[config.mk]
export PLATFORM = sky130hd
export DESIGN_NAME = obs_sprite_fetch
export DESIGN_NICKNAME = d
export VERILOG_FILES = /design/src/rtl/obs_sprite_fetch.sv
export SDC_FILE = /design/constraint.sdc
export NUM_CORES = 1
export LEC_CHECK = 0
export ABC_AREA = 0
export CAP_MARGIN = 5
export CELL_PAD_IN_SITES_DETAIL_PLACEMENT = 1
export CELL_PAD_IN_SITES_GLOBAL_PLACEMENT = 2
export CORE_ASPECT_RATIO = 2
export CORE_UTILIZATION = 30
export DETAILED_ROUTE_END_ITERATION = 10
export GPL_TIMING_DRIVEN = 0
export PLACE_DENSITY = 0.82
export REMOVE_ABC_BUFFERS = 1
export SYNTH_ARGS = -nofsm -noshare
export SYNTH_HDL_FRONTEND = slang
export SYNTH_SLANG_ARGS = --single-unit
[constraint.sdc]
create_clock -name clk -period 2.58 [get_ports clk]
set_input_delay 0.516 -clock clk [delete_from_list [all_inputs] [get_ports clk]]
set_output_delay 0.516 -clock clk [all_outputs]
set_load 0.02 [all_outputs]
[src/rtl/obs_sprite_fetch.sv]
// +------------------------------------------------------------------------+
// | Module      : obs_sprite_fetch                                         |
// | Description : Streams one obstacle sprite in raster order with a       |
// |               valid/ready handshake. Optional horizontal mirroring is  |
// |               enabled by defining OBS_SPRITE_MIRROR_EN.                |
// | Revision    : 1.0 - initial release                                    |
// +------------------------------------------------------------------------+
`default_nettype none

module obs_sprite_fetch #(
  parameter int SPR_W   = 8,
  parameter int SPR_H   = 8,
  parameter int NUM_SPR = 4,
  localparam int XW = ($clog2(SPR_W) > 1) ? $clog2(SPR_W) : 1,
  localparam int YW = ($clog2(SPR_H) > 1) ? $clog2(SPR_H) : 1,
  localparam int SW = ($clog2(NUM_SPR) > 1) ? $clog2(NUM_SPR) : 1
) (
  input  logic          clk,
  input  logic          rst_n,
  input  logic          i_start,
  input  logic [SW-1:0] i_sprite_sel,
`ifdef OBS_SPRITE_MIRROR_EN
  input  logic          i_mirror,
`endif
  input  logic          i_ready,
  output logic          o_valid,
  output logic          o_pixel,
  output logic [XW-1:0] o_x,
  output logic [YW-1:0] o_y,
  output logic          o_last,
  output logic          o_busy,
  output logic          o_done
);

  typedef enum logic [0:0] {
    S_IDLE   = 1'b0,
    S_STREAM = 1'b1
  } state_t;

  state_t        r_state;
  logic [SW-1:0] r_sel;
  logic [XW-1:0] r_x;
  logic [YW-1:0] r_y;
  logic          r_valid;
  logic          r_pixel;
  logic          r_last;
  logic          r_busy;
  logic          r_done;

  logic          w_mir_in;
  logic          w_mir_cur;
  logic          w_x_end;
  logic [XW-1:0] w_nx;
  logic [YW-1:0] w_ny;
  logic          w_n_last;
  logic          w_pix_first;
  logic          w_pix_next;

  // Sprite ROM: sel[1:0] picks the shape, sel[2] inverts it; col is the
  // already-mirrored read column.
  function automatic logic f_pix(input int sel, input logic mir, input int x, input int y);
    int   col;
    logic p;
    col = mir ? (SPR_W - 1 - x) : x;
    p   = 1'b0;
    case (sel[1:0])
      2'd0: p = 1'b1;
      2'd1: p = (col == SPR_W / 2) || (col == SPR_W / 2 - 1) ||
                ((y == SPR_H / 2) && (col > 0) && (col < SPR_W - 1));
      2'd2: p = col[0] ^ y[0];
      default: p = (col == 0) || (y == 0) || (col == SPR_W - 1) || (y == SPR_H - 1);
    endcase
    return (sel < NUM_SPR) ? (p ^ sel[2]) : 1'b0;
  endfunction

`ifdef OBS_SPRITE_MIRROR_EN
  logic r_mir;

  always_ff @(posedge clk or negedge rst_n) begin
    if (!rst_n) begin
      r_mir <= 1'b0;
    end else if ((r_state == S_IDLE) && i_start) begin
      r_mir <= i_mirror;
    end
  end

  assign w_mir_in  = i_mirror;
  assign w_mir_cur = r_mir;
`else
  assign w_mir_in  = 1'b0;
  assign w_mir_cur = 1'b0;
`endif

  assign w_x_end     = (r_x == XW'(SPR_W - 1));
  assign w_nx        = w_x_end ? '0 : (r_x + XW'(1));
  assign w_ny        = w_x_end ? (r_y + YW'(1)) : r_y;
  assign w_n_last    = (w_nx == XW'(SPR_W - 1)) && (w_ny == YW'(SPR_H - 1));
  assign w_pix_first = f_pix(int'(i_sprite_sel), w_mir_in, 0, 0);
  assign w_pix_next  = f_pix(int'(r_sel), w_mir_cur, int'(w_nx), int'(w_ny));

  always_ff @(posedge clk or negedge rst_n) begin
    if (!rst_n) begin
      r_state <= S_IDLE;
      r_sel   <= '0;
      r_x     <= '0;
      r_y     <= '0;
      r_valid <= 1'b0;
      r_pixel <= 1'b0;
      r_last  <= 1'b0;
      r_busy  <= 1'b0;
      r_done  <= 1'b0;
    end else begin
      r_done <= 1'b0;
      case (r_state)
        S_IDLE: begin
          if (i_start) begin
            r_state <= S_STREAM;
            r_sel   <= i_sprite_sel;
            r_x     <= '0;
            r_y     <= '0;
            r_valid <= 1'b1;
            r_pixel <= w_pix_first;
            r_last  <= 1'b0;
            r_busy  <= 1'b1;
          end
        end
        S_STREAM: begin
          // Outputs only move on a transfer, so a stall holds them stable.
          if (i_ready) begin
            if (r_last) begin
              r_state <= S_IDLE;
              r_valid <= 1'b0;
              r_pixel <= 1'b0;
              r_last  <= 1'b0;
              r_x     <= '0;
              r_y     <= '0;
              r_busy  <= 1'b0;
              r_done  <= 1'b1;
            end else begin
              r_x     <= w_nx;
              r_y     <= w_ny;
              r_pixel <= w_pix_next;
              r_last  <= w_n_last;
            end
          end
        end
        default: r_state <= S_IDLE;
      endcase
    end
  end

  assign o_valid = r_valid;
  assign o_pixel = r_pixel;
  assign o_x     = r_x;
  assign o_y     = r_y;
  assign o_last  = r_last;
  assign o_busy  = r_busy;
  assign o_done  = r_done;

endmodule

`default_nettype wire

Yosys cells after proc, flatten, opt, wreduce, memory -nomap -nowiden

Cells that the tools add are included.
Widths: inputs -> output; s select.

Order comparisons: 2
Bitwise logic cells: 2
Reductions and logical operators: 15
Multiply operators: 0
Multiplexer cells: 30
Equality and inequality tests: 15
Shift operators: 0
Divide/modulo/power cells: 0
Add/subtract/negate cells: 2

Operators with widths:

| kind                | count |
|---|---|
| $logic_not 32->1    | 1 |
| $mux 3              | 7 |
| $eq 3x3->1 const B  | 6 |
| $mux 1              | 16 |
| $pmux 3 s2          | 2 |
| $pmux 1 s2          | 4 |
| $add 3x1->3 const B | 2 |
| $eq 3x1->1 const B  | 2 |
| $logic_or 1x1->1    | 5 |
| $eq 2x1->1 const B  | 2 |
| $eq 2x2->1 const B  | 2 |
| $ne 2x2->1 const B  | 2 |
| $reduce_and 2->1    | 2 |
| $gt 3x1->1 const B  | 1 |
| $logic_and 1x1->1   | 3 |
| $logic_not 3->1     | 1 |
| $lt 3x3->1 const B  | 1 |
| $pmux 1 s3          | 1 |
| $reduce_and 3->1    | 1 |
| $logic_not 2->1     | 1 |
| $ne 2x1->1 const B  | 1 |
| $reduce_or 2->1     | 1 |
| $not 1->1           | 1 |
| $xor 1x1->1         | 1 |

Bits of input ports: 6
RAM bits: 0
Word-level logic and storage cells: 74
Memories: 0
Memory bits (read-only): 0
Output and inout port bits: 11
Register bits after elaboration: 13
Latch bits: 0

Depth between registers and ports, before layout

Depth after elaboration: 10
Gate-level depth with buffers: 7
Mapped depth without buffers: 6

Worst setup path before layout

No wires, ideal clock.

Kind: reg2reg
From: reg r_x[0], in the netlist o_x[0]
To: reg r_pixel, in the netlist o_pixel
Required time: 2.485 ns
Data arrival time: 2.034 ns
Setup slack: 0.450 ns
Library setup time: 0.095 ns
Buffers on the path: 1
Period minus slack after synthesis: 2.130 ns
Cell stages (with the launch flop): 7
Cells stage by stage: dfrtp_1 > ha_1 > ha_1 > buf_6 > mux2_1 > o41a_2 > o31ai_1

Longest elaborated chain between the ends: 10
Elaborated cells on any way between the ends: 25
Those cells by class: add/sub: 1; order compare: 2; eq/ne: 6; mux: 6; bitwise: 1; reduce/logical: 9

RTL lines:

| item                                                               | line   | text |
|---|---|---|
| start: declaration                                                 | 42     | `logic [XW-1:0] r_x;` |
| start signal: assignment                                           | 140    | `r_x <= w_nx;` |
| $add 3x1->3 or $eq 3x3->1 (tied branches)                          | 95, 94 |  |
| $mux 3, on equally long branches                                   | 95, 96 |  |
| $gt 3x1->1 (tied with other cells)                                 | 69     | `((y == SPR_H / 2) && (col > 0) && (col < SPR_W - 1));` |
| $logic_and 1x1->1 or $logic_or 1x1->1 (tied branches) (2 in a row) | 69, 71 |  |
| $logic_or 1x1->1, on equally long branches                         | 68, 71 |  |
| $pmux 1 s3 *                                                       | 66     | `case (sel[1:0])` |
| $mux 1 *                                                           | 130    | `if (r_last) begin` |
| $mux 1 *                                                           | 129    | `if (i_ready) begin` |
| $pmux 1 s2 *                                                       | 114    | `case (r_state)` |
| end signal: assignment                                             | 122    | `r_pixel <= w_pix_first;` |
| end signal: assignment                                             | 142    | `r_pixel <= w_pix_next;` |
| end: declaration                                                   | 45     | `logic r_pixel;` |

Every way passes the cells marked *; elsewhere a longest branch is shown, timed or not. The select of a mux whose other input is x is not followed.
A chain may end at the register's enable or synchronous reset.

Worst setup path after layout

Ends and elaborated chain as after synthesis.

==> results.json <==
{
  "fill_cells": 316,
  "vias": 709,
  "yosys_warnings": 0,
  "power.density_mw_per_mm2": 940,
  "grt-ovfl-total": 0,
  "utilization": 0.401,
  "startpoint_type": "flip-flop",
  "dp_hpwl_mm": 1.59,
  "coreArea_mm2": 0.00260,
  "maxSlewViolCount": 0,
  "dr.pass1.iters": 4,
  "tns_ns": 0,
  "die_h_um": 76.4,
  "cp_data_required_time_ns": 2.74,
  "ir_worst_vdd_uv": 372,
  "grt_max_degree": 14,
  "row_count": 26,
  "outcome": "complete, no violations",
  "postCtsSetupBuffers": 0,
  "stdcell_count": 129,
  "reg2reg_depth": 5,
  "hp-class": "reg -> reg",
  "r2r_setup_slack_ns": 0.29,
  "yosysMostFrequentCell": "dfrtp_1",
  "skew_ns": 0.00189,
  "ys_types": 35,
  "clk_latency_ns": 0.26,
  "cts_htree_levels": 1,
  "max_slew_margin": 0.569,
  "syn_avg_cell_area_um2": 9.76,
  "grt_pass1_wl_mm": 3.63,
  "cpPeakStageDelay_ns": 0.50,
  "die_w_um": 39.2,
  "drc_errors": 0,
  "crit_start": "o_x[0]$_DFFE_PN0P_",
  "fin_crit_sh": 0.886,
  "routabilityCongestion": 0.837,
  "grt_pass1_vias": 767,
  "reg2reg_to": "o_pixel$_DFFE_PN0P_",
  "reg2reg_from": "o_x[0]$_DFFE_PN0P_",
  "netlist_area_um2": 830,
  "arrival_ns": 2.44,
  "syn_to_final_growth_pct": 25.8,
  "clock-sinks": 13,
  "synth_edf_count": 0,
  "num_antenna_cells": 0,
  "ys_seq_area_frac": 0.392,
  "crit_top_cell": "ha_1",
  "worstSetupEndpointType": "flip-flop",
  "wl_per_cell_um": 16.8,
  "placedCellCount": 125,
  "vias_per_cell": 5.50,
  "finalHoldViolCount": 0,
  "yosysTopAreaCellShare": 0.392,
  "hold_buffers": 0,
  "ctsResizeCount": 0,
  "clock_path_buffers": 2,
  "yosys.area.top_type": "dfrtp_1",
  "die-area_mm2": 0.00299,
  "worstHoldStart": "r_sel[0]$_DFFE_PN0P_",
  "path_clk_slew_ns": 0.05,
  "placed_cell_area_um2": 998,
  "routed_wl_mm": 2.16,
  "fin_area_mm2": 0.00104,
  "port_buffers": 16,
  "drtAntennaViolNets": 0,
  "cts_root_buffer": "clkbuf_8",
  "critical-path-top-delay-family": "compound AO/OA/AOI/OAI gates",
  "cp_slowest_cell": "dfrtp_1",
  "drive_gt1_frac": 0.0792,
  "drt_iter0_drc": 7,
  "synth_area_leaders": "dfrtp_1 (39%), ha_1 (6.0%), a22o_1 (4.2%)",
  "path_cells": "ha_1 -> ha_1 -> mux2_1 -> o41a_2 -> o31ai_1",
  "critPathBufInv": 0,
  "start_util": 0.319,
  "period_minus_slack_ns": 2.29,
  "post-place-ws_ns": 0.342,
  "tightest_slew_ns": 0.644,
  "p_leak_nw": 0.467,
  "track_usage": 0.180,
  "setup_ws_ns": 0.295,
  "finalSetupViolCount": 0,
  "hold_path_depth": 1,
  "io_pins": 17,
  "async_reset_ff_frac": 1.00,
  "antenna_found_initial": 0,
  "maxCapViolCount": 0,
  "hold_path_end": "r_sel[0]$_DFFE_PN0P_",
  "final_nets": 112,
  "crit_path_max_fanout": 9,
  "fmax_mhz": 438,
  "synth_common_cells": "dfrtp_1 (13), inv_1 (7), o21ai_0 (6)",
  "numCtsBuffers": 3,
  "synth_seq_cells": 13,
  "crit_type": "reg -> reg",
  "synthFlopType": "dfrtp_1",
  "syn_inst": 85,
  "rsz0062_at_grt": "no",
  "tritoncts": "yes"
}
[through the flow]
step	hold WS (ns)	total power, W
floorplan	0.220	0.000616
global placement	0.519	0.000782
detailed placement	0.526	0.000794
CTS	0.541	0.000997
global route	0.589	0.00105
finish	0.539	0.000981
[power breakdown]
group | internal [W] | switching, W | leakage, nW
clock network | 0.000110 | 0.0000823 | 0.0228
logic | 0.000226 | 0.000246 | 0.286
registers | 0.000250 | 0.0000676 | 0.158
total | 0.000586 | 0.000396 | 0.467
[final cells by class]
cell class                 instances  area (um^2)  area share
multi-input combinational         61          452       0.433
sequential                        13          325       0.312
inverter                           7         26.3      0.0252
clock buffer                       4         45.0      0.0432
tap                               28         35.0      0.0336
timing repair buffer              16          160       0.153
[logic make-up (layout without fill, tap and decap cells)]
logic type,count (synthesis),count (layout),share of synthesized area
AO/OA/AOI/OAI,24,24,0.211
XOR/XNOR,3,3,0.0407
adder cells (fa/ha/maj),4,4,0.0603
buffers and inverters,11,27,0.0634
flip-flops,13,13,0.392
multiplexers,5,5,0.0649
AND/OR/NAND/NOR,25,25,0.167
[flip-flops by register name, indices dropped and copies added (netlist names)]
signal / flops
o_x: 3
o_y: 3
r_sel: 2
o_busy: 1
o_done: 1
o_last: 1
o_pixel: 1
r_state: 1
[worst reg2reg max path, stage by stage, from the launching register on]
cell,delay (ns)
dfrtp_1,0.50
ha_1,0.23
ha_1,0.35
mux2_1,0.41
o41a_2,0.44
o31ai_1,0.26
[how the worst max path moves through the flow]
stage / end / slack [ns] / cells after the start
floorplan: o_pixel$_DFFE_PN0P_ / 0.43 / 5
global placement: o_pixel$_DFFE_PN0P_ / 0.31 / 5
detailed placement: o_pixel$_DFFE_PN0P_ / 0.34 / 5
CTS: o_pixel$_DFFE_PN0P_ / 0.29 / 5
global route: o_pixel$_DFFE_PN0P_ / 0.12 / 6
finish: o_pixel$_DFFE_PN0P_ / 0.29 / 5
[layout by cell type (no fill, tap or decap), drive strengths merged, types with 2 or more instances in the layout]
cell           count
o22ai              4
dfrtp             13
clkdlybuf4s50     16
nor4               3
o21ai              6
nand2b             5
a22o               4
ha                 4
o31ai              3
xor2               2
mux2               3
clkbuf             4
mux2i              2
nand2              5
nor2               5
inv                7
[layer usage]
metal	up-vias	GRT usage	wire length [um]	part of all wire
met1	344	0.201	787	0.36
li1	340	-	-	-
met4	0	0.131	109	0.050
met5	-	0	0	0
met3	7	0.0350	70	0.032
met2	18	0.280	1190	0.55
Note: power is estimated with default switching activity, not from simulation.
